`config.mk`:
```
export PLATFORM = sky130hd
export DESIGN_NAME = weight_sram_ctrl
export DESIGN_NICKNAME = d
export VERILOG_FILES = /design/src/rtl/weight_sram_ctrl.sv
export SDC_FILE = /design/constraint.sdc
export NUM_CORES = 1
export LEC_CHECK = 0
export CAP_MARGIN = 10
export CORE_MARGIN = 5
export CORE_UTILIZATION = 35
export CTS_BUF_LIST = sky130_fd_sc_hd__clkbuf_16
export DETAILED_ROUTE_END_ITERATION = 10
export MAX_ROUTING_LAYER = met4
export PLACE_DENSITY = 0.68
export SLEW_MARGIN = 20
export SYNTH_ARGS = -nofsm -noshare
export SYNTH_HDL_FRONTEND = slang
export SYNTH_SLANG_ARGS = --single-unit
```
`constraint.sdc`:
```
create_clock -name clk -period 7.1 [get_ports clk]
set_clock_uncertainty 0.2 [all_clocks]
set_input_delay 1.065 -clock clk [delete_from_list [all_inputs] [get_ports clk]]
set_output_delay 1.065 -clock clk [all_outputs]
set_load 0.05 [all_outputs]
```
`src/rtl/weight_sram_ctrl.sv`:
```
// Weight SRAM controller: arbitrates single-word loader writes against
// multi-word fetcher read bursts onto one synchronous SRAM port.
//
// Handshakes: a write is transferred in the cycle where wr_valid and wr_ready
// are both high, and a burst is accepted in the cycle where rd_req and rd_ack
// are both high. wr_ready and rd_ack are only asserted in IDLE. They are
// combinational from the request, so a requester must hold its request and
// payload stable until it sees the acknowledge. Read data returns on
// rd_dvalid one cycle after each address issue, and rd_done marks the last
// word of a burst. A rejected burst has rd_done on the rd_ack cycle itself.
module weight_sram_ctrl #(
  parameter int ADDR_W = 18,
  parameter int DEPTH  = 196608,
  parameter int LEN_W  = 16
) (
  input  logic              clk,
  input  logic              rst_n,
  input  logic              wr_valid,
  output logic              wr_ready,
  input  logic [ADDR_W-1:0] wr_addr,
  input  logic [15:0]       wr_data,
  input  logic              rd_req,
  input  logic [ADDR_W-1:0] rd_addr,
  input  logic [LEN_W-1:0]  rd_len,
  output logic              rd_ack,
  input  logic              rd_stall,
  output logic              rd_dvalid,
  output logic [15:0]       rd_data,
  output logic              rd_done,
  output logic              err,
  input  logic              err_clr,
  output logic              mem_cs,
  output logic              mem_oe,
  output logic              mem_web,
  output logic [31:0]       mem_addr,
  output logic [31:0]       mem_wdata,
  input  logic [31:0]       mem_rdata,
  output logic [1:0]        dbg_state
);

  localparam int AW1 = ADDR_W + 1;
  localparam logic [ADDR_W:0] DEPTH_X = AW1'(DEPTH);

  typedef enum logic [1:0] {
    S_IDLE  = 2'd0,
    S_WRITE = 2'd1,
    S_READ  = 2'd2,
    S_DRAIN = 2'd3
  } state_t;

  state_t            state;
  logic [ADDR_W-1:0] addr_q;     // write address, or current burst address
  logic [15:0]       wdata_q;
  logic [LEN_W-1:0]  remain_q;   // words still to issue, including the current one
  logic              last_rd_q;  // last grant went to the reader
  logic              issue_d_q;  // an address was issued in the previous cycle

  logic              grant_wr;
  logic              grant_rd;
  logic              wr_bad;
  logic              rd_bad;
  logic [ADDR_W:0]   rd_end;
  logic              issue;
  logic              err_set;
  logic              unused_rdata_hi;

  // Range checks, done one bit wider than the address so that the burst end can reach DEPTH.
  always_comb begin
    wr_bad = ({1'b0, wr_addr} >= DEPTH_X);
    rd_end = {1'b0, rd_addr} + AW1'(rd_len);
    rd_bad = (rd_len == '0) || (rd_end > DEPTH_X);
  end

  // Arbitration in IDLE: with both requests pending, the side that was not granted last wins.
  always_comb begin
    grant_wr = 1'b0;
    grant_rd = 1'b0;
    if (rst_n && (state == S_IDLE)) begin
      if (wr_valid && rd_req) begin
        grant_wr = last_rd_q;
        grant_rd = !last_rd_q;
      end else begin
        grant_wr = wr_valid;
        grant_rd = rd_req;
      end
    end
  end

  // Port-side decode from the state register, plus stall gating of the read issue.
  always_comb begin
    issue           = (state == S_READ) && !rd_stall;
    err_set         = (grant_wr && wr_bad) || (grant_rd && rd_bad);
    wr_ready        = grant_wr;
    rd_ack          = grant_rd;
    rd_done         = (state == S_DRAIN) || (grant_rd && rd_bad);
    rd_dvalid       = issue_d_q;
    rd_data         = mem_rdata[15:0];
    mem_cs          = (state == S_WRITE) || issue;
    mem_web         = (state != S_WRITE);
    mem_oe          = issue_d_q;
    mem_addr        = 32'(addr_q);
    mem_wdata       = {16'h0000, wdata_q};
    dbg_state       = state;
    unused_rdata_hi = ^mem_rdata[31:16];
  end

  // Main FSM, burst counters, error flag and arbitration history.
  always_ff @(posedge clk or negedge rst_n) begin
    if (!rst_n) begin
      state     <= S_IDLE;
      addr_q    <= '0;
      wdata_q   <= '0;
      remain_q  <= '0;
      last_rd_q <= 1'b1;
      issue_d_q <= 1'b0;
      err       <= 1'b0;
    end else begin
      issue_d_q <= issue;
      // A new error in the same cycle as err_clr leaves err set.
      err       <= (err && !err_clr) || err_set;
      if (grant_wr || grant_rd) begin
        last_rd_q <= grant_rd;
      end
      case (state)
        S_IDLE: begin
          // Rejected requests are acknowledged but leave the FSM in IDLE.
          if (grant_wr && !wr_bad) begin
            addr_q  <= wr_addr;
            wdata_q <= wr_data;
            state   <= S_WRITE;
          end else if (grant_rd && !rd_bad) begin
            addr_q   <= rd_addr;
            remain_q <= rd_len;
            state    <= S_READ;
          end
        end
        S_WRITE: begin
          state <= S_IDLE;
        end
        S_READ: begin
          if (issue) begin
            if (remain_q == LEN_W'(1)) begin
              state <= S_DRAIN;
            end else begin
              addr_q   <= addr_q + ADDR_W'(1);
              remain_q <= remain_q - LEN_W'(1);
            end
          end
        end
        S_DRAIN: begin
          state <= S_IDLE;
        end
        default: begin
          state <= S_IDLE;
        end
      endcase
    end
  end

endmodule

```
-- After elaboration in Yosys (flattened, before gate mapping)
Cells that the tools add are included.
- add/sub/neg operators: 3
- magnitude comparators: 2
- eq/ne operators: 11
- muxes and demuxes: 19
- reduce and logical (&&, ||, !) cells: 27
- operator list (kind ; number):
    18-bit two-way mux ; 4
    16-bit two-way mux ; 4
    18-bit one-hot mux with 2 select lines ; 1
    16-bit one-hot mux with 2 select lines ; 1
    18-bit by 16-bit adder with 19-bit output ; 1
    19-bit by 18-bit greater-than comparator with 1-bit output (second input constant) ; 1
    18-bit by 1-bit adder with 18-bit output (second input constant) ; 1
    18-bit greater-or-equal comparator (second input constant) ; 1
    16-bit by 1-bit equality test with 1-bit output (second input constant) ; 1
    16-bit zero test ; 1
    16-bit by 1-bit subtractor with 16-bit output (second input constant) ; 1
    1-bit logical AND ; 8
    2-bit two-way mux ; 4
    1-bit logical OR ; 6
    2-bit by 1-bit != test with 1-bit output (second input constant) ; 3
    2-bit != test (second input constant) ; 3
    2-bit one-hot mux with 3 select lines ; 1
    1-bit zero test ; 5
    5-bit AND reduction ; 1
    2-bit equality test (second input constant) ; 2
    1-bit two-way mux ; 4
    4-bit AND reduction ; 1
    3-bit by 1-bit != test with 1-bit output (second input constant) ; 1
    3-bit AND reduction ; 1
    5 further kinds ; 5
- register bits after elaboration: 55
- input port bits: 106
- logic and storage cells: 69

-- Depth between registers and ports, before layout
- word-level depth: 8
- gate-level depth with buffers: 15
- depth with buffers taken out: 13

-- Least setup slack after synthesis
Ideal clock, no wire load.
- kind: input to output
- start: input rd_addr[0]
- end: output rd_done
- arrival time: 3.630 ns
- data required time: 5.835 ns
- setup slack: 2.205 ns
- stages: 12
- buffers on the path: 0
- cell sequence: ha_1 inv_1 fa_1 nand2b_1 a211oi_2 o21ai_0 a221oi_2 o2111ai_1 nor4_2 a21oi_2 o21ai_0 nand2_1
- cells in the longest elaborated chain, start to end: 5
- RTL lines (item ; RTL line ; text):
    from (decl) ; 23 ; input logic [ADDR_W-1:0] rd_addr,
    18-bit by 16-bit adder with 19-bit output ; 70 ; rd_end = {1'b0, rd_addr} + AW1'(rd_len);
    19-bit by 18-bit greater-than comparator with 1-bit output ; 71 ; rd_bad = (rd_len == '0) || (rd_end > DEPTH_X);
    1-bit logical OR ; 71 ;
    1-bit logical AND ; 95 ; rd_done = (state == S_DRAIN) || (grant_rd && rd_bad);
    1-bit logical OR ; 95 ;
    to (decl) ; 29 ; output logic rd_done,
Every way passes these cells.

-- Final worst setup path
- start: input rd_len[0]
- end: output rd_done
- cells in the longest elaborated chain, start to end: 5
- RTL lines (item ; RTL line ; text):
    from (decl) ; 24 ; input logic [LEN_W-1:0] rd_len,
    18-bit by 16-bit adder with 19-bit output ; 70 ;
    19-bit by 18-bit greater-than comparator with 1-bit output ; 71 ;
    1-bit logical OR * ; 71 ;
    1-bit logical AND * ; 95 ;
    1-bit logical OR * ; 95 ;
Every way passes the cells marked *; elsewhere a longest branch is shown, timed or not.

==> flow_summary.yaml <==
die:
  die_area_um2: 15900
  fp.dieH_um: 126
  ios: 196
  core_um2: 13200
  fp.dieW_um: 126
  initial_utilization_pct: 35.7
  row_count: 42
clock_tree:
  cts_tree: "yes"
  post_cts_buffers: 0
  postCtsHoldBufs: 0
  numClockSinks: 55
  cts_resized: 0
  cts_root_buffer: "clkbuf_16"
  clk_latency_ns: 0.30
  cts_made_buffers: 5
  clock_path_buffers: 2
  clk_pin_slew_worst_paths_ns: 0.07
  htree_levels: 2
synth:
  synthArstFlopShare_pct: 100
  yosysWarnings: 0
  ys_seq_area_share_pct: 29.1
  avgSynthCellArea_um2: 7.46
  synth_edf_count: 0
  yosysUniqueCellTypes: 67
  syn-cell-area_um2: 4730
  synthFlopType: "dfrtp_1"
  synth_seq_cells: 55
  synth_cells: 634
drt:
  first_pass_iters: 5
  drt_wl_total_mm: 16.1
  routedWlPerCell_um: 17.9
  drtIter0Drc: 352
  vias: 4985
  route.detailed.drc: 0
  drtAntennaViolNets: 0
  viasPerCell: 5.57
power:
  p_seq_share_pct: 35.4
  switching_share_pct: 39.4
  leakagePower_nw: 2.51
  ir_drop_mv: 0.0962
  powerDensity_nw_per_um2: 191
  combinationalPowerShare_pct: 39.5
  intPower_mw: 0.687
  p_switching_mw: 0.447
  p_clk_share_pct: 25.1
layout:
  area_growth_pct: 25.8
  final_nets: 843
  stdcell_count: 895
  drive_gt1_share_pct: 6.41
  final_common_cell: "clkdlybuf4s50_1"
  final_area_um2: 5950
  layout_common_cells: "clkdlybuf4s50_1 (116), nand2_1 (112), a21oi_1 (65), nor2_1 (63), dfrtp_1 (54)"
  fill_cells: 1323
timing:
  final-setup-viol-count: 0
  period_share_pct: 91.5
  fin_ws_ns: 0.606
  finalHoldViolCount: 0
  min_period_ns: 6.49
  max_freq_ghz: 0.154
  tightest_slew_ns: 0.944
  finalSetupTns_ns: 0
  maxSlewViolCount: 0
  rsz0062_at_grt: "false"
  relSlewSlack_pct: 37.1
worst_setup_path:
  cp-start-kind: "input port"
  crit_path_cell_trace: "clkdlybuf4s50_1 -> ha_1 -> inv_1 -> fa_1 -> nand2b_1 -> a211oi_2 -> o21ai_0 -> a221oi_2 -> o2111ai_1 -> nor4_2 -> a21oi_2 -> o21ai_0 -> nand2_1 -> clkdlybuf4s50_1"
  r2r_start: "dbg_state[0]"
  path_max_fanout: 6
  reg2reg_depth: 8
  worstPathArrival_ns: 5.23
  rr_endpoint: "addr_q[1]"
  endpoint_kind: "output port"
  cpPeakStageDelay_ns: 0.71
  crit_family: "compound AO/OA/AOI/OAI gates"
  r2r_setup_slack_ns: 3.56
  cp_slowest_cell: "clkdlybuf4s50_1"
  crit_required_ns: 5.83
  worstSetupPathType: "in2out"
  cp_num_buf_inv: 3
global_route:
  antenna_found_initial: 1
  grt_pass1_vias: 4813
  grt_pass1_wl_mm: 25.2
  track_usage_pct: 19.9
  overflow: 0
  grt_max_degree: 61
min_path:
  holdPathStages: 2
  hp-class: "reg2reg"
  hold_end: "wdata_q[8]"
  hp-start: "wdata_q[8]"
placed_design:
  place_hpwl_mm: 12.2
  dp.cells: 885
  port_buffers: 117
  place_ws_ns: 0.628
  gp_congestion: 0.929
  placed_area_um2: 5760
flow_run:
  drv_cap: 0
status:
  outcome: "completed"
flip-flops by register name (all words and copies together), names as in the netlist:
signal     cells
err            1
dbg_state      2
wdata_q       16
remain_q      16
mem_oe         1
last_rd_q      1
addr_q        18
cells by family (layout without fill, tap and decap cells):
kind of cell	after synthesis	count (layout)	share of synthesized area (%)
AO/OA/AOI/OAI	202	202	27.5
XOR/XNOR	4	4	0.741
adder cells (fa/ha/maj)	20	20	5.45
buffers and inverters	93	148	12.1
flip-flops	55	55	29.1
multiplexers	5	5	1.19
other	1	31	0.0793
AND/OR/NAND/NOR	254	254	23.8
worst max-delay path by stage:
stage                          start  endpoint  slack, ns  depth (start not counted)
after CTS                  rd_len[0]   rd_done       0.62                         14
after global placement     rd_len[0]   rd_done       0.74                         14
after global routing       rd_len[0]   rd_done       0.33                         14
after floorplan           rd_addr[0]   rd_done       2.20                         12
after detailed placement   rd_len[0]   rd_done       0.63                         14
final                      rd_len[0]   rd_done       0.61                         14
per-layer routing:
| layer | routed length (um) | up-vias | GRT usage (%) |
|---|---|---|---|
| met3 | 1260 | 31 | 4.02 |
| met1 | 6700 | 2361 | 25.5 |
| met4 | 484 | 0 | 6.31 |
| met2 | 7610 | 235 | 31.6 |
| met5 | 0 | - | - |
| li1 | - | 2358 | - |
through the flow:
step / hold slack, ns / utilization (%) / total power, mW
after floorplan: 0.248 / - / 0.733
after global placement: 0.260 / 43.5 / 0.840
after detailed placement: 0.262 / 43.5 / 0.850
after CTS: 0.279 / 44.8 / 1.13
after global routing: 0.307 / 44.9 / 1.19
final: 0.276 / 44.9 / 1.13
tightest hold or removal path, stage by stage (launching register included):
cell and delay [ns]:
dfrtp_1 0.35, nand2_1 0.05, nand2_1 0.05
synthesized netlist by cell type, types with 3 or more instances:
library cell | count | area [um^2]
a21oi_2 | 12 | 105
ha_1 | 19 | 238
nor2_1 | 63 | 236
buf_4 | 49 | 368
inv_1 | 17 | 63.8
nand3_1 | 22 | 110
nor2b_1 | 3 | 18.8
o31ai_1 | 7 | 52.6
nor3_1 | 14 | 70.1
o21ai_0 | 37 | 185
a21o_1 | 10 | 75.1
buf_2 | 4 | 20.0
mux2i_1 | 3 | 30.0
nor4_1 | 5 | 31.3
o2bb2ai_1 | 3 | 26.3
a22o_1 | 4 | 35.0
o211ai_1 | 5 | 37.5
o21ai_1 | 4 | 20.0
nand2b_1 | 6 | 37.5
a31oi_1 | 15 | 93.8
nand4_1 | 7 | 43.8
xor2_1 | 3 | 26.3
and3_1 | 4 | 25.0
a211oi_1 | 5 | 37.5
dfrtp_1 | 54 | 1350
o22ai_1 | 9 | 56.3
nand2_1 | 112 | 420
a21oi_1 | 66 | 330
or3_1 | 6 | 37.5
clkbuf_1 | 20 | 75.1
layout make-up:
type                            instances  area (um^2)  area share, %
Antenna cell                            1         2.50         0.0421
Clock buffer                            5          125           2.10
Clock inverter                          3         38.8          0.652
Inverter                               17         63.8           1.07
Multi-Input combinational cell        515         2900           48.7
Sequential cell                        55         1380           23.2
Tap cell                              176          220           3.70
Timing Repair Buffer                  123         1220           20.6
power groups by stage:
stage | registers [mW] | logic, mW | clock network, mW
final | 0.402 | 0.448 | 0.284
after CTS | 0.399 | 0.446 | 0.288
after global placement | 0.403 | 0.437 | 0
after global routing | 0.408 | 0.483 | 0.303
after detailed placement | 0.405 | 0.445 | 0
after floorplan | 0.461 | 0.272 | 0
Power figures use the tool's default switching activity.
